[config.mk]
export PLATFORM = sky130hd
export DESIGN_NAME = instr_encoder
export DESIGN_NICKNAME = d
export VERILOG_FILES = /design/src/rtl/riscv_pkg.sv /design/src/rtl/instr_pack.sv /design/src/rtl/instr_encoder.sv
export SDC_FILE = /design/constraint.sdc
export NUM_CORES = 1
export LEC_CHECK = 0
export CORE_ASPECT_RATIO = 0.7
export CORE_UTILIZATION = 50
export CTS_CLUSTER_SIZE = 24
export DETAILED_ROUTE_END_ITERATION = 16
export PLACE_DENSITY = 0.82
export SYNTH_ARGS = -nofsm -noshare
export SYNTH_HDL_FRONTEND = slang
export SYNTH_SLANG_ARGS = --single-unit
[constraint.sdc]
create_clock -name clk -period 2.8 [get_ports clk]
set_input_delay 0.56 -clock clk [delete_from_list [all_inputs] [get_ports clk]]
set_output_delay 0.56 -clock clk [all_outputs]
set_load 0.02 [all_outputs]
[src/rtl/riscv_pkg.sv]
// RV32I encoding constants and field types shared by the decode and encode stages.
package riscv_pkg;

    typedef enum logic [3:0] {
        KIND_ALU     = 4'd0,
        KIND_ALU_IMM = 4'd1,
        KIND_LOAD    = 4'd2,
        KIND_STORE   = 4'd3,
        KIND_BRANCH  = 4'd4,
        KIND_LUI     = 4'd5,
        KIND_AUIPC   = 4'd6,
        KIND_JAL     = 4'd7,
        KIND_JALR    = 4'd8
    } instr_kind_e;

    localparam logic [6:0] OPC_ALU     = 7'b0110011;
    localparam logic [6:0] OPC_ALU_IMM = 7'b0010011;
    localparam logic [6:0] OPC_LOAD    = 7'b0000011;
    localparam logic [6:0] OPC_STORE   = 7'b0100011;
    localparam logic [6:0] OPC_BRANCH  = 7'b1100011;
    localparam logic [6:0] OPC_LUI     = 7'b0110111;
    localparam logic [6:0] OPC_AUIPC   = 7'b0010111;
    localparam logic [6:0] OPC_JAL     = 7'b1101111;
    localparam logic [6:0] OPC_JALR    = 7'b1100111;

    localparam logic [3:0] ALU_ADD  = 4'h0;
    localparam logic [3:0] ALU_SUB  = 4'h1;
    localparam logic [3:0] ALU_SLL  = 4'h2;
    localparam logic [3:0] ALU_SLT  = 4'h3;
    localparam logic [3:0] ALU_SLTU = 4'h4;
    localparam logic [3:0] ALU_XOR  = 4'h5;
    localparam logic [3:0] ALU_SRL  = 4'h6;
    localparam logic [3:0] ALU_SRA  = 4'h7;
    localparam logic [3:0] ALU_OR   = 4'h8;
    localparam logic [3:0] ALU_AND  = 4'h9;
    localparam logic [3:0] BR_BEQ   = 4'hA;
    localparam logic [3:0] BR_BNE   = 4'hB;
    localparam logic [3:0] BR_BLT   = 4'hC;
    localparam logic [3:0] BR_BGE   = 4'hD;
    localparam logic [3:0] BR_BLTU  = 4'hE;
    localparam logic [3:0] BR_BGEU  = 4'hF;

    localparam logic [1:0] MEM_BYTE = 2'b00;
    localparam logic [1:0] MEM_HALF = 2'b01;
    localparam logic [1:0] MEM_WORD = 2'b10;
    localparam logic [1:0] MEM_BAD  = 2'b11;

    localparam logic [31:0] NOP_INSTR = 32'h0000_0013;

    typedef struct packed {
        instr_kind_e kind;
        logic [3:0]  alu_op;
        logic [1:0]  mem_size;
        logic        mem_unsigned;
        logic [4:0]  rd;
        logic [4:0]  rs1;
        logic [4:0]  rs2;
        logic [31:0] imm;
    } instr_fields_t;

    // Register/immediate ALU ops share funct3; branches reuse the upper code range.
    function automatic logic [2:0] alu_funct3(input logic [3:0] op);
        case (op)
            ALU_ADD, ALU_SUB: return 3'b000;
            ALU_SLL:          return 3'b001;
            ALU_SLT:          return 3'b010;
            ALU_SLTU:         return 3'b011;
            ALU_XOR:          return 3'b100;
            ALU_SRL, ALU_SRA: return 3'b101;
            ALU_OR:           return 3'b110;
            ALU_AND:          return 3'b111;
            BR_BEQ:           return 3'b000;
            BR_BNE:           return 3'b001;
            BR_BLT:           return 3'b100;
            BR_BGE:           return 3'b101;
            BR_BLTU:          return 3'b110;
            BR_BGEU:          return 3'b111;
            default:          return 3'b000;
        endcase
    endfunction

endpackage

[src/rtl/instr_pack.sv]
// Combinational bit packer: already-validated fields -> 32-bit RV32I word.
module instr_pack
    import riscv_pkg::*;
(
    input  instr_fields_t f,
    output logic [31:0]   instr
);

    logic [2:0]  funct3;
    logic [6:0]  funct7;
    logic        is_shift;
    logic [11:0] imm_i_field;

    always_comb begin
        funct3      = alu_funct3(f.alu_op);
        funct7      = (f.alu_op == ALU_SUB || f.alu_op == ALU_SRA) ? 7'b0100000 : 7'b0000000;
        is_shift    = (f.alu_op == ALU_SLL) || (f.alu_op == ALU_SRL) || (f.alu_op == ALU_SRA);
        // Shift-immediates carry the SRA marker in the top of the I immediate.
        imm_i_field = is_shift ? {funct7, f.imm[4:0]} : f.imm[11:0];
        instr       = NOP_INSTR;
        case (f.kind)
            KIND_ALU:
                instr = {funct7, f.rs2, f.rs1, funct3, f.rd, OPC_ALU};
            KIND_ALU_IMM:
                instr = {imm_i_field, f.rs1, funct3, f.rd, OPC_ALU_IMM};
            KIND_LOAD:
                instr = {f.imm[11:0], f.rs1, f.mem_unsigned, f.mem_size, f.rd, OPC_LOAD};
            KIND_STORE:
                instr = {f.imm[11:5], f.rs2, f.rs1, 1'b0, f.mem_size, f.imm[4:0], OPC_STORE};
            KIND_BRANCH:
                instr = {f.imm[12], f.imm[10:5], f.rs2, f.rs1, funct3,
                         f.imm[4:1], f.imm[11], OPC_BRANCH};
            KIND_LUI:
                instr = {f.imm[31:12], f.rd, OPC_LUI};
            KIND_AUIPC:
                instr = {f.imm[31:12], f.rd, OPC_AUIPC};
            KIND_JAL:
                instr = {f.imm[20], f.imm[10:1], f.imm[11], f.imm[19:12], f.rd, OPC_JAL};
            KIND_JALR:
                instr = {f.imm[11:0], f.rs1, 3'b000, f.rd, OPC_JALR};
            default:
                instr = NOP_INSTR;
        endcase
    end

endmodule

[src/rtl/instr_encoder.sv]
// Two-stage valid/ready encoder: S1 checks field legality, S2 packs and registers the word.
module instr_encoder
    import riscv_pkg::*;
#(
    parameter int DATA_WIDTH = 32,
    parameter int ERR_CNT_W  = 16
) (
    input  logic                  clk,
    input  logic                  rst_n,
    input  logic                  req_valid_i,
    output logic                  req_ready_o,
    input  logic [3:0]            kind_i,
    input  logic [3:0]            alu_op_i,
    input  logic [1:0]            mem_size_i,
    input  logic                  mem_unsigned_i,
    input  logic [4:0]            rd_i,
    input  logic [4:0]            rs1_i,
    input  logic [4:0]            rs2_i,
    input  logic [DATA_WIDTH-1:0] imm_i,
    output logic [DATA_WIDTH-1:0] instr_o,
    output logic                  instr_valid_o,
    input  logic                  instr_ready_i,
    output logic                  err_o,
    output logic [ERR_CNT_W-1:0]  err_count_o
);

    logic          v1, v2, adv1, adv2;
    logic          s1_illegal, illegal;
    instr_fields_t s1_fields, req_fields;
    logic [31:0]   packed_word;
    logic          fits_i, fits_b, fits_j, fits_shamt, is_shift;

    assign adv2          = !v2 || instr_ready_i;
    assign adv1          = !v1 || adv2;
    assign req_ready_o   = adv1 && rst_n;
    assign instr_valid_o = v2;

    always_comb begin
        req_fields = '{kind:         instr_kind_e'(kind_i),
                       alu_op:       alu_op_i,
                       mem_size:     mem_size_i,
                       mem_unsigned: mem_unsigned_i,
                       rd:           rd_i,
                       rs1:          rs1_i,
                       rs2:          rs2_i,
                       imm:          imm_i};
    end

    // Range checks reduce to "upper bits are a pure sign extension" of the immediate.
    always_comb begin
        fits_i     = (&imm_i[31:11]) || !(|imm_i[31:11]);
        fits_b     = ((&imm_i[31:12]) || !(|imm_i[31:12])) && !imm_i[0];
        fits_j     = ((&imm_i[31:20]) || !(|imm_i[31:20])) && !imm_i[0];
        fits_shamt = !(|imm_i[31:5]);
        is_shift   = (alu_op_i == ALU_SLL) || (alu_op_i == ALU_SRL) || (alu_op_i == ALU_SRA);
        illegal    = 1'b1;
        case (instr_kind_e'(kind_i))
            KIND_ALU:     illegal = alu_op_i > ALU_AND;
            KIND_ALU_IMM: illegal = (alu_op_i == ALU_SUB) || (alu_op_i > ALU_AND) ||
                                    (is_shift ? !fits_shamt : !fits_i);
            KIND_LOAD:    illegal = (mem_size_i == MEM_BAD) ||
                                    (mem_unsigned_i && mem_size_i == MEM_WORD) || !fits_i;
            KIND_STORE:   illegal = (mem_size_i == MEM_BAD) || mem_unsigned_i || !fits_i;
            KIND_BRANCH:  illegal = (alu_op_i < BR_BEQ) || !fits_b;
            KIND_LUI,
            KIND_AUIPC:   illegal = |imm_i[11:0];
            KIND_JAL:     illegal = !fits_j;
            KIND_JALR:    illegal = !fits_i;
            default:      illegal = 1'b1;
        endcase
    end

    instr_pack u_pack (
        .f     (s1_fields),
        .instr (packed_word)
    );

    always_ff @(posedge clk) begin
        if (!rst_n) begin
            v1          <= 1'b0;
            v2          <= 1'b0;
            s1_illegal  <= 1'b0;
            s1_fields   <= '0;
            instr_o     <= '0;
            err_o       <= 1'b0;
            err_count_o <= '0;
        end else begin
            if (adv2) begin
                v2 <= v1;
                if (v1) begin
                    instr_o <= s1_illegal ? NOP_INSTR : packed_word;
                    err_o   <= s1_illegal;
                end
            end
            if (adv1) begin
                v1 <= req_valid_i;
                if (req_valid_i) begin
                    s1_fields  <= req_fields;
                    s1_illegal <= illegal;
                    if (illegal && err_count_o != '1)
                        err_count_o <= err_count_o + ERR_CNT_W'(1);
                end
            end
        end
    end

endmodule

==> impl.org <==
** Routing
- In the final routed layout, each cell accounts on average for 17.26 um.
- Detailed routing inserted a total of 5559 vias.
- First-pass iteration count of the detailed router :: 6
- In the routed layout, each cell is associated on average with a via count of 5.997.
- Count of unresolved DRC violations after routing :: 0
- Wires add up to 16000 um.
- Final antenna-violating net count :: 0
- In this run, the number of DRC markers left after iteration 0 of detailed routing was 717.

** STA
- Across the routed clock network, the largest skew measured is 0.008538 ns.
- Count of endpoints failing setup in the final report :: 0
- Max Transition Viols Final :: 0
- The routed design could run at a clock period as short as 2.777 ns.
- Final TNS setup :: 0 ns
- Maximum clock rate :: 0.3600 GHz
- Relative slew margins :: 52.02%
- Final hold slack :: 0.4564 ns
- Worst slew pin tran :: 0.7179 ns
- Hold Violations, Final :: 0
- Unrepaired setup endpoints after global routing :: true
- Dividing the final minimum period by the clock period gives 99.19%.

** Clocking
- After clock tree synthesis, the clock-pin slew on the worst setup and hold paths is 0.07 ns.
- Buffers inserted during clock tree synthesis total 9.
- Number of buffers inserted by hold repair at cts :: 0
- The clock tree synthesis step divided the H-tree into 3 levels.
- TritonCTS clock tree :: built
- Clk_lat worst skew :: 0.35 ns
- The clock net in this run drives a total of 112 sinks.
- The cell sitting at the root of the clock tree is a clkbuf_16.
- The longest clock path from root to sink contains 2 buffers.

** Global route
- Overall global routing resource usage :: 30.26%
- Pin count of the biggest net entering global routing :: 54
- The initial antenna violation count came to 0.
- The total overflow left after global routing is 0.
- Number of global-route vias before repair :: 4901
- Wire length of the first global-routing pass :: 24760 um

** Critical path
- The worst setup path is of the primary input to flop kind.
- Required arrival time at the worst endpoint :: 3.08 ns
- STA classifies the critical path startpoint as a primary input.
- Along the worst path, the maximum fanout reaches 6.
- For the worst setup path, the data arrival time is 3.06 ns.
- The worst setup path is captured at a flop.

** Run
- Across the run, the number of max-cap violations was 0.

** Power
- Max IR drop VDD :: 0.0003317 V
- Leakage power figure :: 2.519 nW
- Dividing total power by cell area gives a power density of 512.5 nW/um2.
- Power comes to 0.003517 W.

** Placement
- Global placer's final weighted congestion :: 0.9443
- The wire-length estimate of the detail-placed layout is 11560 um.
- Total of buffers placed on input and output ports :: 112
- Post-placement cell area :: 6516 um2

** Final layout
- Proportion of layout cells with a drive suffix above 1 :: 9.387%
- 0 antenna diodes ended up in the layout.
- Final Net Count :: 858
- Once layout is done, the placed cells without fillers occupy 6862 um2.
- From synthesis to final layout, the design area changed by 35.17%.

** Yosys
- The number of nets handed over by synthesis was 729.
- Among all flip-flop cells after synthesis, the most frequent one is dfxtp_1.
- Avg Synthesized Cell Area :: 7.633 um2
- The synthesized netlist occupies a cell area of 5076 um2.
- After synthesis, the share of flip-flops with an asynchronous set or reset is 0%.
- The netlist uses 54 different library cells.
- For this run, the register share of the synthesized area comes to 44.17%.
- Number of flip-flops and latches in the synthesized netlist :: 112
- The Yosys step of the flow raised 0 warnings.
- Number of standard cells after synthesis :: 665
- Post-synth EDFFs :: 0

** Floorplanning
- Die Area :: 10570 um2
- Die height :: 86.30 um
- Row generation in the floorplan step produced 30 rows.
- Ports placed on the boundary :: 113
- Measured along the x axis, the die boundary spans 122.4 um.
- Area of the placeable core :: 9759 um2
- Initial cell density of the core :: 52.01%

** Run status
- Run status :: finished, final reports clean

** Min path
- The worst hold path belongs to the class flop to flop.
[sequential cells by signal, indices dropped and copies added, names as in the netlist]
name,cells
err_count_o,16
err_o,1
instr_o,31
instr_valid_o,1
s1_fields,58
s1_illegal,1
u_pack.funct3,3
v1,1
[layout by cell type, fill, tap and decap left out, drive strengths merged, types with 2 or more instances in the layout]
master	count
a31oi	5
nand3	8
a22oi	15
inv	13
and3	10
buf	46
o21ai	25
clkinv	4
o2111ai	2
or4	5
a222oi	6
nor3	15
mux2i	6
o31ai	8
ha	2
a2bb2oi	4
o21a	3
o221ai	2
a21o	9
or3	5
dfxtp	112
nand2	163
nor4	10
nor2b	4
a21oi	93
nand2b	11
o31a	2
nor2	50
o211ai	3
o311ai	2
nand4	10
and2	4
a32oi	4
clkdlybuf4s50	112
clkbuf	9
and4	3
[timing repair]
item                       4_1_cts  5_1_grt
gates resized for setup          0        8
setup endpoints to repair        0       15
setup buffers                    0        1
[where the power goes]
group / internal [W] / switching (W) / leakage, nW
clock network: 0.000614 / 0.000614 / 0.138
logic: 0.000255 / 0.000309 / 1.47
registers: 0.00166 / 0.0000631 / 0.916
total: 0.00253 / 0.000986 / 2.52
[worst max-delay path, cell delays in order]
cell and delay [ns]:
clkdlybuf4s50_1 0.51, nor4_4 0.38, nand4_1 0.16, a221o_1 0.35
a311oi_2 0.37, and4_4 0.37, buf_4 0.15, o21ai_1 0.07
a21oi_1 0.13
[cells in the mapped netlist (5+ instances only)]
cell type / count / area (um2)
mux2i_1: 6 / 60.06
o21ai_0: 17 / 85.08
nor4_1: 10 / 62.56
nand2b_1: 11 / 68.82
nor2_1: 50 / 187.7
nor3_1: 14 / 70.07
nand3_1: 8 / 40.04
nand2_1: 163 / 611.8
dfxtp_1: 112 / 2242
buf_1: 9 / 33.78
and3_1: 10 / 62.56
nand4_1: 10 / 62.56
o21ai_1: 8 / 40.04
a21oi_1: 93 / 465.5
a31oi_1: 5 / 31.28
o31ai_1: 8 / 60.06
clkbuf_1: 29 / 108.9
a222oi_1: 6 / 60.06
or4_1: 5 / 37.54
inv_1: 10 / 37.54
a22oi_1: 15 / 112.6
a21o_1: 9 / 67.56
[through the flow]
stage / util (%) / setup WS [ns] / cells
floorplan: - / 0.6083 / 665
global placement: 66.77 / -0.2617 / 908
detailed placement: 66.77 / -0.3311 / 908
CTS: 69.64 / 0.03817 / 924
global route: 70.31 / -0.04828 / 927
finish: 70.31 / 0.02256 / 927
[kinds of logic after synthesis]
kind of cell             after synthesis  synth area share [%]
AO/OA/AOI/OAI                        190                 23.02
XOR/XNOR                               1                0.1726
AND/OR/NAND/NOR                      301                 26.60
multiplexers                           6                 1.183
adder cells (fa/ha/maj)                2                0.4929
buffers and inverters                 53                 4.363
flip-flops                           112                 44.17
[per-layer routing]
layer,track usage [%],part of all wire (%)
met5,0,0
met3,5.921,11
met2,44.99,43
met1,44.93,45
met4,6.874,1.4
[final timing paths]
path,startpoint,end,slack [ns],depth (start not counted)
setup / recovery,imm_i[0],err_count_o[8],0.02,9
hold / removal,instr_o[27],instr_o[27],0.46,2
setup reg to reg,s1_fields[56],instr_o[27],0.50,7
hold reg to reg,instr_o[27],instr_o[27],0.46,2
[final cells by class]
class | instances | area [um2]
multi-input cells | 502 | 2671
repair buffers | 158 | 1466
inverters | 11 | 41.29
clock buffers | 9 | 225.2
fillers | 798 | 2898
well taps | 128 | 160.2
flip-flops and latches | 112 | 2242
clock inverters | 7 | 55.05
No activity file was read; power rests on OpenSTA's default activity.
